===== config.mk =====
export PLATFORM = sky130hd
export DESIGN_NAME = mem_axi_master_flat
export DESIGN_NICKNAME = d
export VERILOG_FILES = /design/src/rtl/mem_axi_master_if.sv /design/src/rtl/mem_axi_master.sv /design/src/flat_wrapper.sv
export SDC_FILE = /design/constraint.sdc
export NUM_CORES = 1
export LEC_CHECK = 0
export BUFFER_PORTS_ARGS = -buffer_cell sky130_fd_sc_hd__buf_2
export CAP_MARGIN = 5
export CELL_PAD_IN_SITES_DETAIL_PLACEMENT = 0
export CELL_PAD_IN_SITES_GLOBAL_PLACEMENT = 1
export CORE_MARGIN = 4
export CORE_UTILIZATION = 31
export CTS_CLUSTER_DIAMETER = 60
export DETAILED_ROUTE_END_ITERATION = 16
export PLACE_DENSITY_LB_ADDON = 0.2
export SYNTH_ARGS = -nofsm -noshare
export SYNTH_HDL_FRONTEND = slang
export SYNTH_SLANG_ARGS = --single-unit

===== constraint.sdc =====
create_clock -name ACLK -period 1.85 [get_ports ACLK]
set_input_delay 0.185 -clock ACLK [delete_from_list [all_inputs] [get_ports ACLK]]
set_output_delay 0.185 -clock ACLK [all_outputs]
set_load 0.01 [all_outputs]

===== src/rtl/mem_axi_master_if.sv =====
// mem_axi_master_if: AXI4 bus bundle between mem_axi_master and a memory
// slave. The AR, R, AW, W and B channels are included; ID, size and burst
// fields are left out because the master uses one ID and full-width INCR
// bursts.
//
// Parameters: ADDR_W (address width), DATA_W (32 or 64), LEN_W (AxLEN width).
// Modports:
//   master - drives ARVALID/ARADDR/ARLEN/ARPROT, RREADY,
//            AWVALID/AWADDR/AWPROT, WVALID/WDATA/WSTRB/WLAST, BREADY;
//            samples ARREADY, RVALID/RDATA/RRESP/RLAST, AWREADY,
//            WREADY, BVALID/BRESP.
//   slave  - the mirror image of master.
//
// Handshake rule on every channel: a beat transfers on a rising clock edge
// where VALID and READY are both high. VALID, once raised, holds its payload
// stable until that edge. READY may come before, with or after VALID.
interface mem_axi_master_if #(
  parameter int ADDR_W = 32,
  parameter int DATA_W = 64,
  parameter int LEN_W  = 8
);
  localparam int STRB_W = DATA_W / 8;

  // read address
  logic              ARVALID;
  logic              ARREADY;
  logic [ADDR_W-1:0] ARADDR;
  logic [LEN_W-1:0]  ARLEN;
  logic [2:0]        ARPROT;
  // read data
  logic              RVALID;
  logic              RREADY;
  logic [DATA_W-1:0] RDATA;
  logic [1:0]        RRESP;
  logic              RLAST;
  // write address
  logic              AWVALID;
  logic              AWREADY;
  logic [ADDR_W-1:0] AWADDR;
  logic [2:0]        AWPROT;
  // write data
  logic              WVALID;
  logic              WREADY;
  logic [DATA_W-1:0] WDATA;
  logic [STRB_W-1:0] WSTRB;
  logic              WLAST;
  // write response
  logic              BVALID;
  logic              BREADY;
  logic [1:0]        BRESP;

  modport master (
    output ARVALID, ARADDR, ARLEN, ARPROT,
    input  ARREADY,
    input  RVALID, RDATA, RRESP, RLAST,
    output RREADY,
    output AWVALID, AWADDR, AWPROT,
    input  AWREADY,
    output WVALID, WDATA, WSTRB, WLAST,
    input  WREADY,
    input  BVALID, BRESP,
    output BREADY
  );

  modport slave (
    input  ARVALID, ARADDR, ARLEN, ARPROT,
    output ARREADY,
    output RVALID, RDATA, RRESP, RLAST,
    input  RREADY,
    input  AWVALID, AWADDR, AWPROT,
    output AWREADY,
    input  WVALID, WDATA, WSTRB, WLAST,
    output WREADY,
    output BVALID, BRESP,
    input  BREADY
  );
endinterface


===== src/rtl/mem_axi_master.sv =====
// mem_axi_master: turns single requests from a simple req/resp port into AXI
// transactions. A read becomes one INCR burst of req_len+1 beats. A write
// becomes one single-beat AW+W pair. Only one transaction is in flight.
//
// Ports:
//   ACLK, ARESET   clock, synchronous active-high reset
//   req_valid/req_ready, req_we, req_addr, req_len, req_wdata, req_wstrb
//                  request side: a transfer happens on a clock edge where
//                  both req_valid and req_ready are high. The requester
//                  holds req_valid and the payload until then.
//   resp_valid, resp_rdata, resp_last, resp_err
//                  response side: resp_valid is a one-cycle pulse per
//                  response beat. There is no back-pressure.
//   axi            AXI bus (mem_axi_master_if.master)
//   dbg_state      current FSM state (IDLE=0, RADDR=1, RDATA=2, WREQ=3,
//                  WRESP=4)
//
// Build option: define MEM_AXI_ALIGN_CHECK_EN to reject requests whose address
// is not aligned to the bus width. Such a request gets an immediate error
// response and causes no AXI traffic. By default, misaligned addresses go to
// the bus unchanged.
//
// Every output is a flop, so no AXI input has a combinational path to an
// AXI output.
module mem_axi_master #(
  parameter int ADDR_W = 32,
  parameter int DATA_W = 64,
  parameter int LEN_W  = 8
) (
  input  logic                  ACLK,
  input  logic                  ARESET,
  input  logic                  req_valid,
  output logic                  req_ready,
  input  logic                  req_we,
  input  logic [ADDR_W-1:0]     req_addr,
  input  logic [LEN_W-1:0]      req_len,
  input  logic [DATA_W-1:0]     req_wdata,
  input  logic [DATA_W/8-1:0]   req_wstrb,
  output logic                  resp_valid,
  output logic [DATA_W-1:0]     resp_rdata,
  output logic                  resp_last,
  output logic                  resp_err,
  mem_axi_master_if.master      axi,
  output logic [2:0]            dbg_state
);

  typedef enum logic [2:0] {
    IDLE  = 3'd0,
    RADDR = 3'd1,
    RDATA = 3'd2,
    WREQ  = 3'd3,
    WRESP = 3'd4
  } state_t;

  state_t           state;
  logic [LEN_W-1:0] beat_cnt;

  logic r_fire;
  logic last_beat;
  logic aw_done;
  logic w_done;
  logic misaligned;

  assign r_fire    = axi.RVALID && axi.RREADY;
  // ARLEN keeps the captured burst length for the whole read.
  assign last_beat = (beat_cnt == axi.ARLEN);
  // A channel counts as done once its VALID has dropped, or if it hands off
  // on this edge.
  assign aw_done   = !axi.AWVALID || axi.AWREADY;
  assign w_done    = !axi.WVALID  || axi.WREADY;

`ifdef MEM_AXI_ALIGN_CHECK_EN
  localparam int ALIGN_BITS = $clog2(DATA_W / 8);
  assign misaligned = (req_addr[ALIGN_BITS-1:0] != '0);
`else
  assign misaligned = 1'b0;
`endif

  assign axi.ARPROT = 3'b111;
  assign axi.AWPROT = 3'b111;
  assign dbg_state  = state;

  always_ff @(posedge ACLK) begin
    if (ARESET) begin
      state       <= IDLE;
      beat_cnt    <= '0;
      req_ready   <= 1'b0;
      resp_valid  <= 1'b0;
      resp_rdata  <= '0;
      resp_last   <= 1'b0;
      resp_err    <= 1'b0;
      axi.ARVALID <= 1'b0;
      axi.ARADDR  <= '0;
      axi.ARLEN   <= '0;
      axi.RREADY  <= 1'b0;
      axi.AWVALID <= 1'b0;
      axi.AWADDR  <= '0;
      axi.WVALID  <= 1'b0;
      axi.WDATA   <= '0;
      axi.WSTRB   <= '0;
      axi.WLAST   <= 1'b0;
      axi.BREADY  <= 1'b0;
    end else begin
      // Response fields are pulses. They are zero unless a beat lands
      // this cycle.
      resp_valid <= 1'b0;
      resp_rdata <= '0;
      resp_last  <= 1'b0;
      resp_err   <= 1'b0;

      case (state)
        IDLE: begin
          if (req_valid && req_ready) begin
            // Drop ready for at least one cycle so the same request is
            // never taken twice.
            req_ready <= 1'b0;
            if (misaligned) begin
              resp_valid <= 1'b1;
              resp_err   <= 1'b1;
              resp_last  <= 1'b1;
            end else if (req_we) begin
              state       <= WREQ;
              axi.AWVALID <= 1'b1;
              axi.AWADDR  <= req_addr;
              axi.WVALID  <= 1'b1;
              axi.WDATA   <= req_wdata;
              axi.WSTRB   <= req_wstrb;
              axi.WLAST   <= 1'b1;
            end else begin
              state       <= RADDR;
              axi.ARVALID <= 1'b1;
              axi.ARADDR  <= req_addr;
              axi.ARLEN   <= req_len;
            end
          end else begin
            req_ready <= 1'b1;
          end
        end

        RADDR: begin
          if (axi.ARREADY) begin
            axi.ARVALID <= 1'b0;
            axi.RREADY  <= 1'b1;
            beat_cnt    <= '0;
            state       <= RDATA;
          end
        end

        RDATA: begin
          if (r_fire) begin
            resp_valid <= 1'b1;
            resp_rdata <= axi.RDATA;
            resp_last  <= axi.RLAST;
            // Our own beat count decides where the burst ends. If RLAST
            // disagrees with that count, the beat is flagged as an error.
            resp_err   <= (axi.RRESP != 2'b00) || (axi.RLAST != last_beat);
            if (last_beat) begin
              axi.RREADY <= 1'b0;
              beat_cnt   <= '0;
              req_ready  <= 1'b1;
              state      <= IDLE;
            end else begin
              beat_cnt <= beat_cnt + 1'b1;
            end
          end
        end

        WREQ: begin
          if (axi.AWREADY) begin
            axi.AWVALID <= 1'b0;
          end
          if (axi.WREADY) begin
            axi.WVALID <= 1'b0;
            axi.WLAST  <= 1'b0;
          end
          if (aw_done && w_done) begin
            axi.BREADY <= 1'b1;
            state      <= WRESP;
          end
        end

        WRESP: begin
          if (axi.BVALID) begin
            axi.BREADY <= 1'b0;
            resp_valid <= 1'b1;
            resp_last  <= 1'b1;
            resp_err   <= (axi.BRESP != 2'b00);
            req_ready  <= 1'b1;
            state      <= IDLE;
          end
        end

        default: begin
          state <= IDLE;
        end
      endcase
    end
  end

endmodule

===== src/flat_wrapper.sv =====
// flat-port wrapper written by rule: the top's interface ports become plain ports
module mem_axi_master_flat 
#(
  parameter int ADDR_W = 32,
  parameter int DATA_W = 64,
  parameter int LEN_W  = 8
)
  (ACLK, ARESET, req_valid, req_ready, req_we, req_addr, req_len, req_wdata, req_wstrb, resp_valid, resp_rdata, resp_last, resp_err, dbg_state, axi_ARVALID, axi_ARADDR, axi_ARLEN, axi_ARPROT, axi_ARREADY, axi_RVALID, axi_RDATA, axi_RRESP, axi_RLAST, axi_RREADY, axi_AWVALID, axi_AWADDR, axi_AWPROT, axi_AWREADY, axi_WVALID, axi_WDATA, axi_WSTRB, axi_WLAST, axi_WREADY, axi_BVALID, axi_BRESP, axi_BREADY);
  mem_axi_master_if #(.ADDR_W(ADDR_W), .DATA_W(DATA_W), .LEN_W(LEN_W)) axi_i ();
  input  logic ACLK;
  input  logic ARESET;
  input  logic req_valid;
  output logic req_ready;
  input  logic req_we;
  input  logic [ADDR_W-1:0] req_addr;
  input  logic [LEN_W-1:0] req_len;
  input  logic [DATA_W-1:0] req_wdata;
  input  logic [DATA_W/8-1:0] req_wstrb;
  output logic resp_valid;
  output logic [DATA_W-1:0] resp_rdata;
  output logic resp_last;
  output logic resp_err;
  output logic [2:0] dbg_state;
  output wire logic [$bits(axi_i.ARVALID)-1:0] axi_ARVALID;
  output wire logic [$bits(axi_i.ARADDR)-1:0] axi_ARADDR;
  output wire logic [$bits(axi_i.ARLEN)-1:0] axi_ARLEN;
  output wire logic [$bits(axi_i.ARPROT)-1:0] axi_ARPROT;
  input wire logic [$bits(axi_i.ARREADY)-1:0] axi_ARREADY;
  input wire logic [$bits(axi_i.RVALID)-1:0] axi_RVALID;
  input wire logic [$bits(axi_i.RDATA)-1:0] axi_RDATA;
  input wire logic [$bits(axi_i.RRESP)-1:0] axi_RRESP;
  input wire logic [$bits(axi_i.RLAST)-1:0] axi_RLAST;
  output wire logic [$bits(axi_i.RREADY)-1:0] axi_RREADY;
  output wire logic [$bits(axi_i.AWVALID)-1:0] axi_AWVALID;
  output wire logic [$bits(axi_i.AWADDR)-1:0] axi_AWADDR;
  output wire logic [$bits(axi_i.AWPROT)-1:0] axi_AWPROT;
  input wire logic [$bits(axi_i.AWREADY)-1:0] axi_AWREADY;
  output wire logic [$bits(axi_i.WVALID)-1:0] axi_WVALID;
  output wire logic [$bits(axi_i.WDATA)-1:0] axi_WDATA;
  output wire logic [$bits(axi_i.WSTRB)-1:0] axi_WSTRB;
  output wire logic [$bits(axi_i.WLAST)-1:0] axi_WLAST;
  input wire logic [$bits(axi_i.WREADY)-1:0] axi_WREADY;
  input wire logic [$bits(axi_i.BVALID)-1:0] axi_BVALID;
  input wire logic [$bits(axi_i.BRESP)-1:0] axi_BRESP;
  output wire logic [$bits(axi_i.BREADY)-1:0] axi_BREADY;
  assign axi_ARVALID = axi_i.ARVALID;
  assign axi_ARADDR = axi_i.ARADDR;
  assign axi_ARLEN = axi_i.ARLEN;
  assign axi_ARPROT = axi_i.ARPROT;
  assign axi_i.ARREADY = axi_ARREADY;
  assign axi_i.RVALID = axi_RVALID;
  assign axi_i.RDATA = axi_RDATA;
  assign axi_i.RRESP = axi_RRESP;
  assign axi_i.RLAST = axi_RLAST;
  assign axi_RREADY = axi_i.RREADY;
  assign axi_AWVALID = axi_i.AWVALID;
  assign axi_AWADDR = axi_i.AWADDR;
  assign axi_AWPROT = axi_i.AWPROT;
  assign axi_i.AWREADY = axi_AWREADY;
  assign axi_WVALID = axi_i.WVALID;
  assign axi_WDATA = axi_i.WDATA;
  assign axi_WSTRB = axi_i.WSTRB;
  assign axi_WLAST = axi_i.WLAST;
  assign axi_i.WREADY = axi_WREADY;
  assign axi_i.BVALID = axi_BVALID;
  assign axi_i.BRESP = axi_BRESP;
  assign axi_BREADY = axi_i.BREADY;
  mem_axi_master #(.ADDR_W(ADDR_W), .DATA_W(DATA_W), .LEN_W(LEN_W)) u_core (.ACLK(ACLK), .ARESET(ARESET), .req_valid(req_valid), .req_ready(req_ready), .req_we(req_we), .req_addr(req_addr), .req_len(req_len), .req_wdata(req_wdata), .req_wstrb(req_wstrb), .resp_valid(resp_valid), .resp_rdata(resp_rdata), .resp_last(resp_last), .resp_err(resp_err), .axi(axi_i), .dbg_state(dbg_state));
endmodule

After elaboration in Yosys (flattened, before gate mapping)
Cells that the tools add are included.
{"block": "totals", "regBits": 228, "input_bits": 190, "out_inout_bits": 227, "word_cells": 106}
{"block": "op_classes", "addsub": 1, "eq_ne": 16, "mux": 42, "n_bitwise": 3, "n_reduce_logical": 27}
{"operator": "$mux 8", "count": 3}
{"operator": "$mux 1", "count": 21}
{"operator": "$reduce_and 4->1", "count": 5}
{"operator": "$mux 3", "count": 6}
{"operator": "$pmux 1 s2", "count": 8}
{"operator": "$pmux 8 s2", "count": 1}
{"operator": "$pmux 3 s5", "count": 1}
{"operator": "$ne 2x2->1 const B", "count": 6}
{"operator": "$reduce_and 3->1", "count": 4}
{"operator": "$reduce_bool 2->1", "count": 6}
{"operator": "$add 8x1->8 const B", "count": 1}
{"operator": "$eq 8x8->1", "count": 1}
{"operator": "$ne 2x1->1 const B", "count": 4}
{"operator": "$eq 3x2->1 const B", "count": 2}
{"operator": "$reduce_and 6->1", "count": 1}
{"operator": "$eq 3x1->1 const B", "count": 1}
{"operator": "$eq 3x3->1 const B", "count": 1}
{"operator": "$logic_and 1x1->1", "count": 3}
{"operator": "$logic_not 3->1", "count": 1}
{"operator": "$logic_or 1x1->1", "count": 3}
{"operator": "$not 1->1", "count": 3}
{"operator": "$pmux 1 s3", "count": 1}
{"operator": "$reduce_bool 3->1", "count": 1}
{"operator": "$reduce_or 3->1", "count": 1}
{"operator": "3 further kinds", "count": 4}

Logic depth before layout (Yosys ltp)
Gate-level depths: netlist of the first run.
{"block": "depth", "word_depth": 5, "mapped_depth": 8}

Worst setup path before layout of the first run
No wires, ideal clock.
{"block": "synth_path", "path_type": "register to register", "from": "reg u_core.state[0], in the netlist u_core.dbg_state[0]", "to": "reg u_core.axi.AWADDR[0]", "arrival_time_ps": 1501, "setup_slack_ps": 217, "path_stages_with_launch": 8, "n_path_buf": 3, "period_less_slack_ps": 1633, "cell_sequence": "dfxtp_1 -> buf_2 -> nor4_4 -> nand2_1 -> buf_2 -> clkbuf_1 -> nand2_1 -> a21oi_1"}
{"block": "synth_via", "elab_chain_cells": 2}
{"item": "start, declared", "line_no": "mem_axi_master.sv:55", "source": "state_t state;"}
{"item": "start signal, assigned", "line_no": "mem_axi_master.sv:85", "source": "state <= IDLE;"}
{"item": "start signal, assigned", "line_no": "mem_axi_master.sv:122", "source": "state <= WREQ;"}
{"item": "start signal, assigned", "line_no": "mem_axi_master.sv:130", "source": "state <= RADDR;"}
{"item": "$logic_not 3->1", "line_no": "mem_axi_master.sv:111", "source": "case (state)"}
{"item": "$reduce_and 3->1 (no line)"}
{"item": "end signal, assigned", "line_no": "mem_axi_master.sv:124", "source": "axi.AWADDR <= req_addr;"}
{"item": "end, declared", "line_no": "mem_axi_master_if.sv:57", "source": "output AWVALID, AWADDR, AWPROT,"}
Every way passes these cells.
A chain may end at the register's enable or synchronous reset.

Worst setup path in the final report of the first run
{"block": "layout_path", "from": "reg u_core.state[1], in the netlist u_core.dbg_state[1]", "to": "reg u_core.resp_rdata[15]"}
{"block": "layout_via", "elab_chain_cells": 3}
{"item": "$eq 3x2->1", "line_no": "mem_axi_master.sv:111"}
{"item": "$not 1->1 (no line)"}
{"item": "$reduce_or 3->1 (no line)"}
{"item": "end signal, assigned", "line_no": "mem_axi_master.sv:152", "source": "resp_rdata <= axi.RDATA;"}
{"item": "end, declared", "line_no": "mem_axi_master.sv:40", "source": "output logic [DATA_W-1:0] resp_rdata,"}
Every way passes these cells.

==> results.py, run 1 <==
metrics = {
    "global_routing": {
        "track_usage": 0.196,
        "grt_pass1_vias": 8077,
        "grt_max_degree": 72,
        "antenna_found_initial": 2,
        "grt_pass1_wl_um": 44700,
        "overflow": 0,
    },
    "synth": {
        "async_flop_share": 0,
        "synth-seq-area-share": 0.582,
        "ys.flop_type": "dfxtp_1",
        "ys_types": 37,
        "syn_area_um2": 7850,
        "synth-seq-cells": 228,
        "yosysTopAreaCellShare": 0.582,
        "synth.area.top_cells": "dfxtp_1, nand2_1, a21oi_1",
        "yosys_warnings": 0,
        "yosysTopAreaCell": "dfxtp_1",
        "synth_area_per_cell_um2": 8.55,
        "synth_edf_count": 0,
        "synthCells": 918,
    },
    "run": {
        "drv_cap": 0,
    },
    "floorplan": {
        "core-area_um2": 24600,
        "start_util": 0.319,
        "row_count": 57,
        "die_area_um2": 27900,
        "die_w_um": 167,
        "boundaryPins": 417,
        "die_height_um": 167,
    },
    "clock_tree": {
        "clock_path_buffers": 3,
        "clk_pin_slew_ns": 0.06,
        "numCtsBuffers": 27,
        "cts.sink_count": 228,
        "htreeDepth": 1,
        "clock_latency_ns": 0.52,
        "cts_tree": "built",
        "root_buffer": "clkbuf_16",
    },
    "timing": {
        "rsz0062_at_grt": "false",
        "hold_viol_final": 0,
        "clock-skew-final_ns": 0.0119,
        "fmax_ghz": 0.578,
        "post-route-min-period_ns": 1.73,
        "tns_ns": 0,
        "maxSlewViolCount": 0,
        "timing.final.crit_share": 0.934,
        "timing.final.ws_setup_ns": 0.121,
        "setup_viol_count_final": 0,
    },
    "worst_setup_path": {
        "crit_arrival_ns": 2.19,
        "slowest_delay_ns": 0.48,
        "path_class": "flip-flop to flip-flop",
        "reg2reg_depth": 5,
        "crit_chain": "nand2b_1 -> or3_1 -> nor2_4 -> buf_12 -> and2_1",
        "cp_max_fo": 64,
        "critPathSlowestCell": "dfxtp_1",
        "crit_path_start_kind": "flip-flop",
        "worst_setup_path_end_kind": "flip-flop",
        "worst_ep_required_time_ns": 2.32,
    },
    "routing": {
        "ant_nets": 0,
        "vias_per_cell": 4.41,
        "drc": 0,
        "drt_iter0_drc": 399,
        "dr.pass1.iters": 4,
        "totalWireLength_um": 29400,
        "vias": 8109,
        "wl_per_cell_um": 16.0,
    },
    "hold_path": {
        "hp-class": "primary input to flip-flop",
        "hold-path-cell-count": 4,
    },
    "place": {
        "gp_congestion": 0.784,
        "port_buffers": 410,
        "placed_area_um2": 10200,
        "dp_hpwl_um": 19800,
        "post-place-ws_ns": 0.0218,
    },
    "layout": {
        "multi_input_area_um2": 2960,
        "nets": 1683,
        "num-fill-cells": 2305,
        "area_growth_pct": 65.4,
        "final_cell_area_um2": 13000,
        "drive_above_1_share": 0.321,
        "register_area_um2": 4560,
    },
    "pwr": {
        "power_density_nw_per_um2": 989,
        "irDropWorstVdd_v": 0.000613,
        "p_leak_uw": 0.00594,
    },
    "status": {
        "outcome": "finished, final reports clean",
    },
}
==> layer usage <==
| metal | wire (um) | vias up | part of all wire | track usage |
|---|---|---|---|---|
| met5 | 0 | - | 0 | 0 |
| met1 | 11300 | 3686 | 0.39 | 0.215 |
| met3 | 2150 | 55 | 0.073 | 0.0608 |
| met2 | 14900 | 261 | 0.51 | 0.359 |
| li1 | - | 4107 | - | - |
| met4 | 940 | 0 | 0.032 | 0.0615 |
==> power breakdown <==
| group | total, uW | internal (uW) | switching (uW) |
|---|---|---|---|
| Clock | 5230 | 3160 | 2080 |
| Sequential | 5340 | 5180 | 160 |
| Combinational | 2260 | 1030 | 1230 |
| Total | 12800 | 9370 | 3460 |
==> worst max-delay path: cells and delay by family, from the launching register on <==
kind	cells	cell delay [ns]
and+or+nand+nor	4	0.93
DFF	1	0.48
buffers and inverters	1	0.23
==> cell usage after synthesis (2+ instances only) <==
library cell and instances:
nand2_1 301, dfxtp_1 228, a21oi_1 155, and2_1 65, clkbuf_1 40, buf_2 14, nor2_1 12, inv_1 11
nor3_1 8, xor2_1 8, buf_4 7, buf_6 7, nand3_1 7, o22ai_1 7, a31oi_1 6, o21ai_0 6
nor2b_1 4, nand2b_1 3, nand3b_1 3, nand4_1 3, nor4_1 3, a211oi_1 2, and3_1 2, o21a_1 2
or3_1 2
==> worst paths after layout <==
check,start,to,slack (ns)
worst max-delay path,u_core.dbg_state[1],u_core.resp_rdata[15],0.12
worst min register to register,u_core.axi.WSTRB[0],u_core.axi.WSTRB[0],0.45
worst min-delay path,axi_WREADY,u_core.axi.WVALID,0.04
worst max register to register,u_core.dbg_state[1],u_core.resp_rdata[15],0.12
==> kinds of logic after synthesis <==
| family | count (synthesis) | synth area share |
|---|---|---|
| AND/OR/NAND/NOR | 418 | 0.235 |
| AO/OA/AOI/OAI | 183 | 0.123 |
| buffers and inverters | 79 | 0.0501 |
| XOR/XNOR | 8 | 0.00893 |
| adder cells (fa/ha/maj) | 1 | 0.00159 |
| flip-flops | 228 | 0.582 |
| other | 1 | 0.000478 |
==> per-stage QoR <==
stage / power [uW] / hold WS, ns / util / std cells
global route: 13400 / 0.0186 / 0.527 / 1838
global placement: 7290 / 0.383 / 0.415 / 1606
floorplan: 6470 / 0.307 / - / 923
finish: 12800 / 0.0377 / 0.527 / 1838
CTS: 12900 / 0.00339 / 0.524 / 1833
detailed placement: 7310 / 0.386 / 0.415 / 1606
==> placed cells by master, fill, tap and decap left out, types with 2 or more instances in the layout <==
cell type      instances
nand2_1              299
clkinvlp_4             2
o21a_1                 2
nand4_1                3
buf_4                 13
a21oi_1              155
o21ai_0                5
nor3_1                 8
nor2b_1                3
clkbuf_1               6
clkbuf_16             28
dlygate4sd3_1        178
diode_2                2
nand2b_1               3
xor2_1                 8
nor2_1                12
and3_1                 2
buf_2                409
inv_6                  3
a31oi_1                6
buf_16                 2
nand3b_1               3
buf_12                 5
nor4_2                 2
or3_1                  2
dfxtp_1              228
conb_1                 6
inv_1                 11
a211oi_1               2
o22ai_1                7
clkbuf_8               8
nand3_1                6
and2_1                64
==> state kept, by name (all words and copies together) (netlist names) <==
name and flops:
u_core.resp_rdata 64, u_core.axi.ARADDR 32, u_core.resp_last 1, u_core.axi.BREADY 1, u_core.axi.WVALID 1, u_core.req_ready 1
u_core.resp_valid 1, u_core.dbg_state 3, u_core.axi.RREADY 1, u_core.beat_cnt 8, u_core.axi.AWADDR 32, u_core.axi.WDATA 64
u_core.resp_err 1, u_core.axi.ARVALID 1, u_core.axi.WSTRB 8, u_core.axi.ARLEN 8, u_core.axi.AWVALID 1
==> final cells by class <==
class | count | area share
clock inverters | 8 | 0.00656
diodes | 2 | 0.000386
multi-input cells | 616 | 0.228
well taps | 324 | 0.0312
inverters | 11 | 0.00318
clock buffers | 41 | 0.0623
repair buffers | 608 | 0.316
flip-flops and latches | 228 | 0.352
==> what timing repair did <==
item | in CTS | in global routing
hold buffers | 178 | 0
gates resized for setup | 0 | 10
setup endpoints to repair | 0 | 21
endpoints found under the hold margin | 210 | 0
setup buffers | 0 | 2
(Power assumes the default switching activity.)
==> run 2, diff against run 1 <==
--- a/config.mk
+++ b/config.mk
@@ -9,11 +9,13 @@
 export CAP_MARGIN = 5
 export CELL_PAD_IN_SITES_DETAIL_PLACEMENT = 0
 export CELL_PAD_IN_SITES_GLOBAL_PLACEMENT = 1
+export CORE_ASPECT_RATIO = 0.6
 export CORE_MARGIN = 4
 export CORE_UTILIZATION = 31
 export CTS_CLUSTER_DIAMETER = 60
 export DETAILED_ROUTE_END_ITERATION = 16
 export PLACE_DENSITY_LB_ADDON = 0.2
+export RECOVER_POWER = 25
 export SYNTH_ARGS = -nofsm -noshare
 export SYNTH_HDL_FRONTEND = slang
 export SYNTH_SLANG_ARGS = --single-unit
==> run 2 against run 1 <==
Effect of this change: die area rose by 0.29%; register-to-register slack is essentially flat; critical path type unchanged; clock skew increased by 0.0017 ns; cell area down 2.7%; routed wire length is 3.3% higher; global-route usage grew 0.82 points.
==> results.py, run 2 (same netlist as run 1, synthesis figures left out) <==
metrics = {
    "pwr": {
        "seqPwrFrac": 0.447,
        "power_uw": 12000,
        "power_density_nw_per_um2": 947,
        "p_leak_uw": 0.00538,
        "irDropWorstVdd_v": 0.000582,
        "power_frac_clock": 0.365,
        "p_switching_uw": 3300,
        "combPwrFrac": 0.188,
        "internal_power_uw": 8660,
        "p_sw_frac": 0.276,
    },
    "worst_setup_path": {
        "reg2reg_slack_ns": 0.13,
        "worst_ep_required_time_ns": 2.24,
        "r2r-start": "u_core.dbg_state[2]",
        "crit_arrival_ns": 2.11,
        "path_class": "flip-flop to flip-flop",
        "critPathSlowestCell": "or3_1",
        "slowest_delay_ns": 0.42,
        "r2r-end": "u_core.dbg_state[1]",
        "cp_max_fo": 8,
        "worst_setup_path_end_kind": "flip-flop",
        "crit_chain": "buf_4 -> or3_1 -> a32oi_2 -> nor2_1 -> a221oi_1",
        "cp-startpoint": "u_core.dbg_state[2]",
        "reg2reg_depth": 5,
        "crit_path_start_kind": "flip-flop",
    },
    "timing": {
        "clock-skew-final_ns": 0.0137,
        "setup_viol_count_final": 0,
        "tns_ns": 0,
        "rsz0062_at_grt": "false",
        "hold_viol_final": 0,
        "post-route-min-period_ns": 1.72,
        "maxSlewViolCount": 0,
        "timing.final.crit_share": 0.928,
        "fmax_ghz": 0.583,
    },
    "layout": {
        "multi_input_area_um2": 2960,
        "layout.cells.non_filler": 1826,
        "num-fill-cells": 2404,
        "reg_top3": "u_core.axi.WDATA (64), u_core.resp_rdata (64)",
        "register_area_um2": 4570,
        "area_growth_pct": 61.0,
        "nets": 1682,
        "final_common_cell": "nand2_1",
        "drive_above_1_share": 0.245,
        "final_cell_mix": "nand2_1, buf_2, dfxtp_1",
    },
    "global_routing": {
        "grt_pass1_wl_um": 46000,
        "track_usage": 0.204,
        "grt_max_degree": 72,
        "grt_pass1_vias": 7920,
        "antenna_found_initial": 3,
        "overflow": 0,
    },
    "hold_path": {
        "holdCritStartpoint": "axi_BVALID",
        "hp-class": "primary input to flip-flop",
        "hold-path-cell-count": 3,
        "holdPathEnd": "u_core.dbg_state[2]",
    },
    "place": {
        "dp_hpwl_um": 21100,
        "port_buffers": 410,
        "gp_congestion": 0.856,
        "dp_cells": 1610,
    },
    "clock_tree": {
        "clk_pin_slew_ns": 0.06,
        "numCtsBuffers": 23,
        "clock_latency_ns": 0.52,
        "root_buffer": "clkbuf_16",
        "htreeDepth": 1,
        "cts.sink_count": 228,
        "clock_path_buffers": 3,
        "cts_tree": "built",
    },
    "status": {
        "outcome": "finished, final reports clean",
    },
    "routing": {
        "vias": 8154,
        "ant_nets": 0,
        "wl_met2_um": 13700,
        "drt_iter0_drc": 436,
        "dr.pass1.iters": 4,
        "drc": 0,
        "vias_per_cell": 4.47,
        "wl_per_cell_um": 16.6,
        "wl_met1_um": 13200,
        "wl_met3_um": 2620,
        "totalWireLength_um": 30300,
        "highest_layer": "met5",
    },
    "floorplan": {
        "die_height_um": 131,
        "die_area_um2": 28000,
        "start_util": 0.320,
        "die_w_um": 213,
        "boundaryPins": 417,
        "core-area_um2": 24600,
        "row_count": 44,
    },
    "run": {
        "drv_cap": 0,
    },
}
[run 2: final cells by class]
cell class / instances / share of cell area
inverter: 11 / 0.00327
multi-input combinational: 616 / 0.234
antenna: 2 / 0.000396
timing repair buffer: 611 / 0.315
tap: 322 / 0.0319
clock inverter: 4 / 0.00188
clock buffer: 32 / 0.0522
sequential: 228 / 0.362
[run 2: worst max path at each step]
stage | to | slack (ns) | depth (start not counted)
finish | u_core.dbg_state[1] | 0.13 | 5
floorplan | u_core.axi.AWADDR[0] | 0.22 | 7
detailed placement | u_core.beat_cnt[6] | 0.09 | 6
CTS | u_core.dbg_state[1] | 0.06 | 5
global route | u_core.axi.WDATA[26] | 0.04 | 5
global placement | u_core.dbg_state[1] | 0.03 | 5
[run 2: through the flow]
| stage | setup slack, ns | util | hold slack (ns) | cell area [um^2] |
|---|---|---|---|---|
| 2_1_floorplan | 0.217 | - | 0.307 | 7870 |
| 3_3_place_gp | 0.0313 | 0.419 | 0.384 | 10300 |
| 3_5_place_dp | 0.0928 | 0.419 | 0.387 | 10300 |
| 4_1_cts | 0.0570 | 0.519 | 0.0244 | 12700 |
| 5_1_grt | 0.0383 | 0.515 | 0.0486 | 12600 |
| 6_report | 0.134 | 0.515 | 0.0624 | 12600 |
[run 2: critical path, delay by kind of cell (launching register included)]
family	cells	cell delay [ns]
compound gates	2	0.57
simple gates	2	0.50
flops	1	0.36
buf+inv	1	0.18
[run 2: timing repair]
item,CTS,global route
resized for setup,0,7
endpoints found under the hold margin,209,0
buffers inserted,0,1
hold buffers,177,0
endpoints found under the setup margin,0,11
[run 2: per-layer routing]
metal | up-vias | GRT usage
met2 | 276 | 0.323
met3 | 51 | 0.0722
met4 | 2 | 0.0558
met5 | - | 0
met1 | 3719 | 0.265
li1 | 4106 | -
[run 2: power by group through the flow]
stage                     Sequential, uW  Combinational, uW  Clock, uW
after detailed placement            5450               1930          0
after CTS                           5340               2240       4520
after global placement              5440               1930          0
after floorplan                     5560                918          0
after global routing                5380               2480       4720
final                               5350               2250       4360
==> run 3, diff against run 2 <==
--- a/config.mk
+++ b/config.mk
@@ -7,7 +7,7 @@
 export LEC_CHECK = 0
 export BUFFER_PORTS_ARGS = -buffer_cell sky130_fd_sc_hd__buf_2
 export CAP_MARGIN = 5
-export CELL_PAD_IN_SITES_DETAIL_PLACEMENT = 0
+export CELL_PAD_IN_SITES_DETAIL_PLACEMENT = 1
 export CELL_PAD_IN_SITES_GLOBAL_PLACEMENT = 1
 export CORE_ASPECT_RATIO = 0.6
 export CORE_MARGIN = 4
==> run 3 against run 2 <==
Effect of this change: via count is 6.0% higher; cell area increased by 0.52%; sequential cell count stayed put; critical endpoint is now u_core.axi.AWADDR[28].
==> results.py, run 3 (same netlist as run 1, synthesis figures left out) <==
metrics = {
    "status": {
        "outcome": "finished, final reports clean",
    },
    "clock_tree": {
        "numCtsBuffers": 23,
        "htreeDepth": 1,
        "clock_latency_ns": 0.52,
        "cts_tree": "built",
        "cts.sink_count": 228,
        "root_buffer": "clkbuf_16",
        "clk_pin_slew_ns": 0.06,
        "clock_path_buffers": 3,
    },
    "routing": {
        "totalWireLength_um": 37000,
        "ant_nets": 0,
        "drc": 0,
        "vias_per_cell": 4.73,
        "drt_iter0_drc": 500,
        "dr.pass1.iters": 4,
        "vias": 8647,
        "wl_per_cell_um": 20.2,
    },
    "floorplan": {
        "start_util": 0.320,
        "core-area_um2": 24600,
        "die_area_um2": 28000,
        "die_w_um": 213,
        "die_height_um": 131,
        "boundaryPins": 417,
        "row_count": 44,
    },
    "pwr": {
        "p_leak_uw": 0.00541,
        "irDropWorstVdd_v": 0.000511,
        "power_density_nw_per_um2": 979,
    },
    "worst_setup_path": {
        "worst_ep_required_time_ns": 2.29,
        "crit_arrival_ns": 2.19,
        "cp_max_fo": 32,
        "crit_chain": "nor4_4 -> and2_4 -> buf_12 -> nand2_1 -> a21oi_1",
        "critPathSlowestCell": "nor4_4",
        "path_class": "flip-flop to flip-flop",
        "slowest_delay_ns": 0.41,
        "worst_setup_path_end_kind": "flip-flop",
        "crit_path_start_kind": "flip-flop",
    },
    "layout": {
        "final_util": 0.517,
        "final_cell_mix": "nand2_1, buf_2, dfxtp_1",
        "nets": 1681,
        "num-fill-cells": 3003,
        "register_area_um2": 4570,
        "drive_above_1_share": 0.248,
        "area_growth_pct": 61.8,
        "layout.cells.non_filler": 1830,
        "final_common_cell": "nand2_1",
        "reg_top3": "u_core.axi.WDATA (64), u_core.resp_rdata (64)",
        "multi_input_area_um2": 2960,
    },
    "global_routing": {
        "antenna_found_initial": 3,
        "grt_pass1_vias": 9347,
        "track_usage": 0.253,
        "grt_pass1_wl_um": 56100,
        "grt_max_degree": 72,
        "overflow": 0,
    },
    "place": {
        "gp_congestion": 0.856,
        "dp_cells": 1610,
        "dp_hpwl_um": 22600,
        "port_buffers": 410,
    },
    "timing": {
        "timing.final.crit_share": 0.944,
        "fmax_ghz": 0.572,
        "maxSlewViolCount": 0,
        "tns_ns": 0,
        "hold_viol_final": 0,
        "worst_hold_slack_ns": 0.0684,
        "post-route-min-period_ns": 1.75,
        "setup_viol_count_final": 0,
        "clock-skew-final_ns": 0.0240,
    },
    "run": {
        "drv_cap": 0,
    },
    "hold_path": {
        "hp-class": "primary input to flip-flop",
    },
}
## run 3: cell types whose count changed in the layout (fill, tap and decap cells not counted), moves of 2 or more
cell / delta
bufinv_16: +2
clkbuf_8: -2
clkinv_2: +4
clkinvlp_4: +2
## run 3: final timing paths
path | from | endpoint | slack [ns] | depth (start not counted)
hold / removal | axi_BVALID | u_core.dbg_state[2] | 0.07 | 3
setup reg to reg | u_core.dbg_state[2] | u_core.axi.AWADDR[28] | 0.10 | 5
hold reg to reg | u_core.axi.ARADDR[23] | u_core.axi.ARADDR[23] | 0.45 | 2
setup / recovery | u_core.dbg_state[2] | u_core.axi.AWADDR[28] | 0.10 | 5
## run 3: repair_timing
action | in CTS | in global routing
hold buffers | 177 | 0
endpoints found under the setup margin | 0 | 11
hold endpoints to repair | 209 | 0
setup buffers | 0 | 0
resized for setup | 0 | 7
## run 3: power breakdown
group	leakage, uW	internal, uW	switching, uW	total, uW
Combinational	0.00319	998	1310	2310
Sequential	0.00184	5180	181	5360
Clock	0.000373	2700	2070	4770
## run 3: stage by stage
step	worst slack (ns)	total power, uW	instance area, um^2
2_1_floorplan	0.217	6470	7870
3_3_place_gp	0.0313	7370	10300
3_5_place_dp	0.0369	7400	10300
4_1_cts	0.0179	12500	12800
5_1_grt	-0.00346	13000	12700
6_report	0.103	12400	12700
## run 3: area by class of cell
class,instances,area share
diodes,1,0.000197
multi-input cells,616,0.233
repair buffers,610,0.313
well taps,322,0.0317
clock buffers,29,0.0495
clock inverters,13,0.0100
inverters,11,0.00325
flip-flops and latches,228,0.360
## run 3: routing by layer
metal	share of wire	vias to the layer above	track usage
met1	0.40	4123	0.297
met3	0.081	85	0.0798
met5	0.00030	-	0
li1	-	4102	-
met4	0.040	2	0.0785
met2	0.48	335	0.439
## run 3: worst max-delay path: cells and delay by family (launching register included)
family	cells	cell delay, ns
buf+inv	1	0.23
flops	1	0.39
compound gates	1	0.17
simple gates	3	0.86
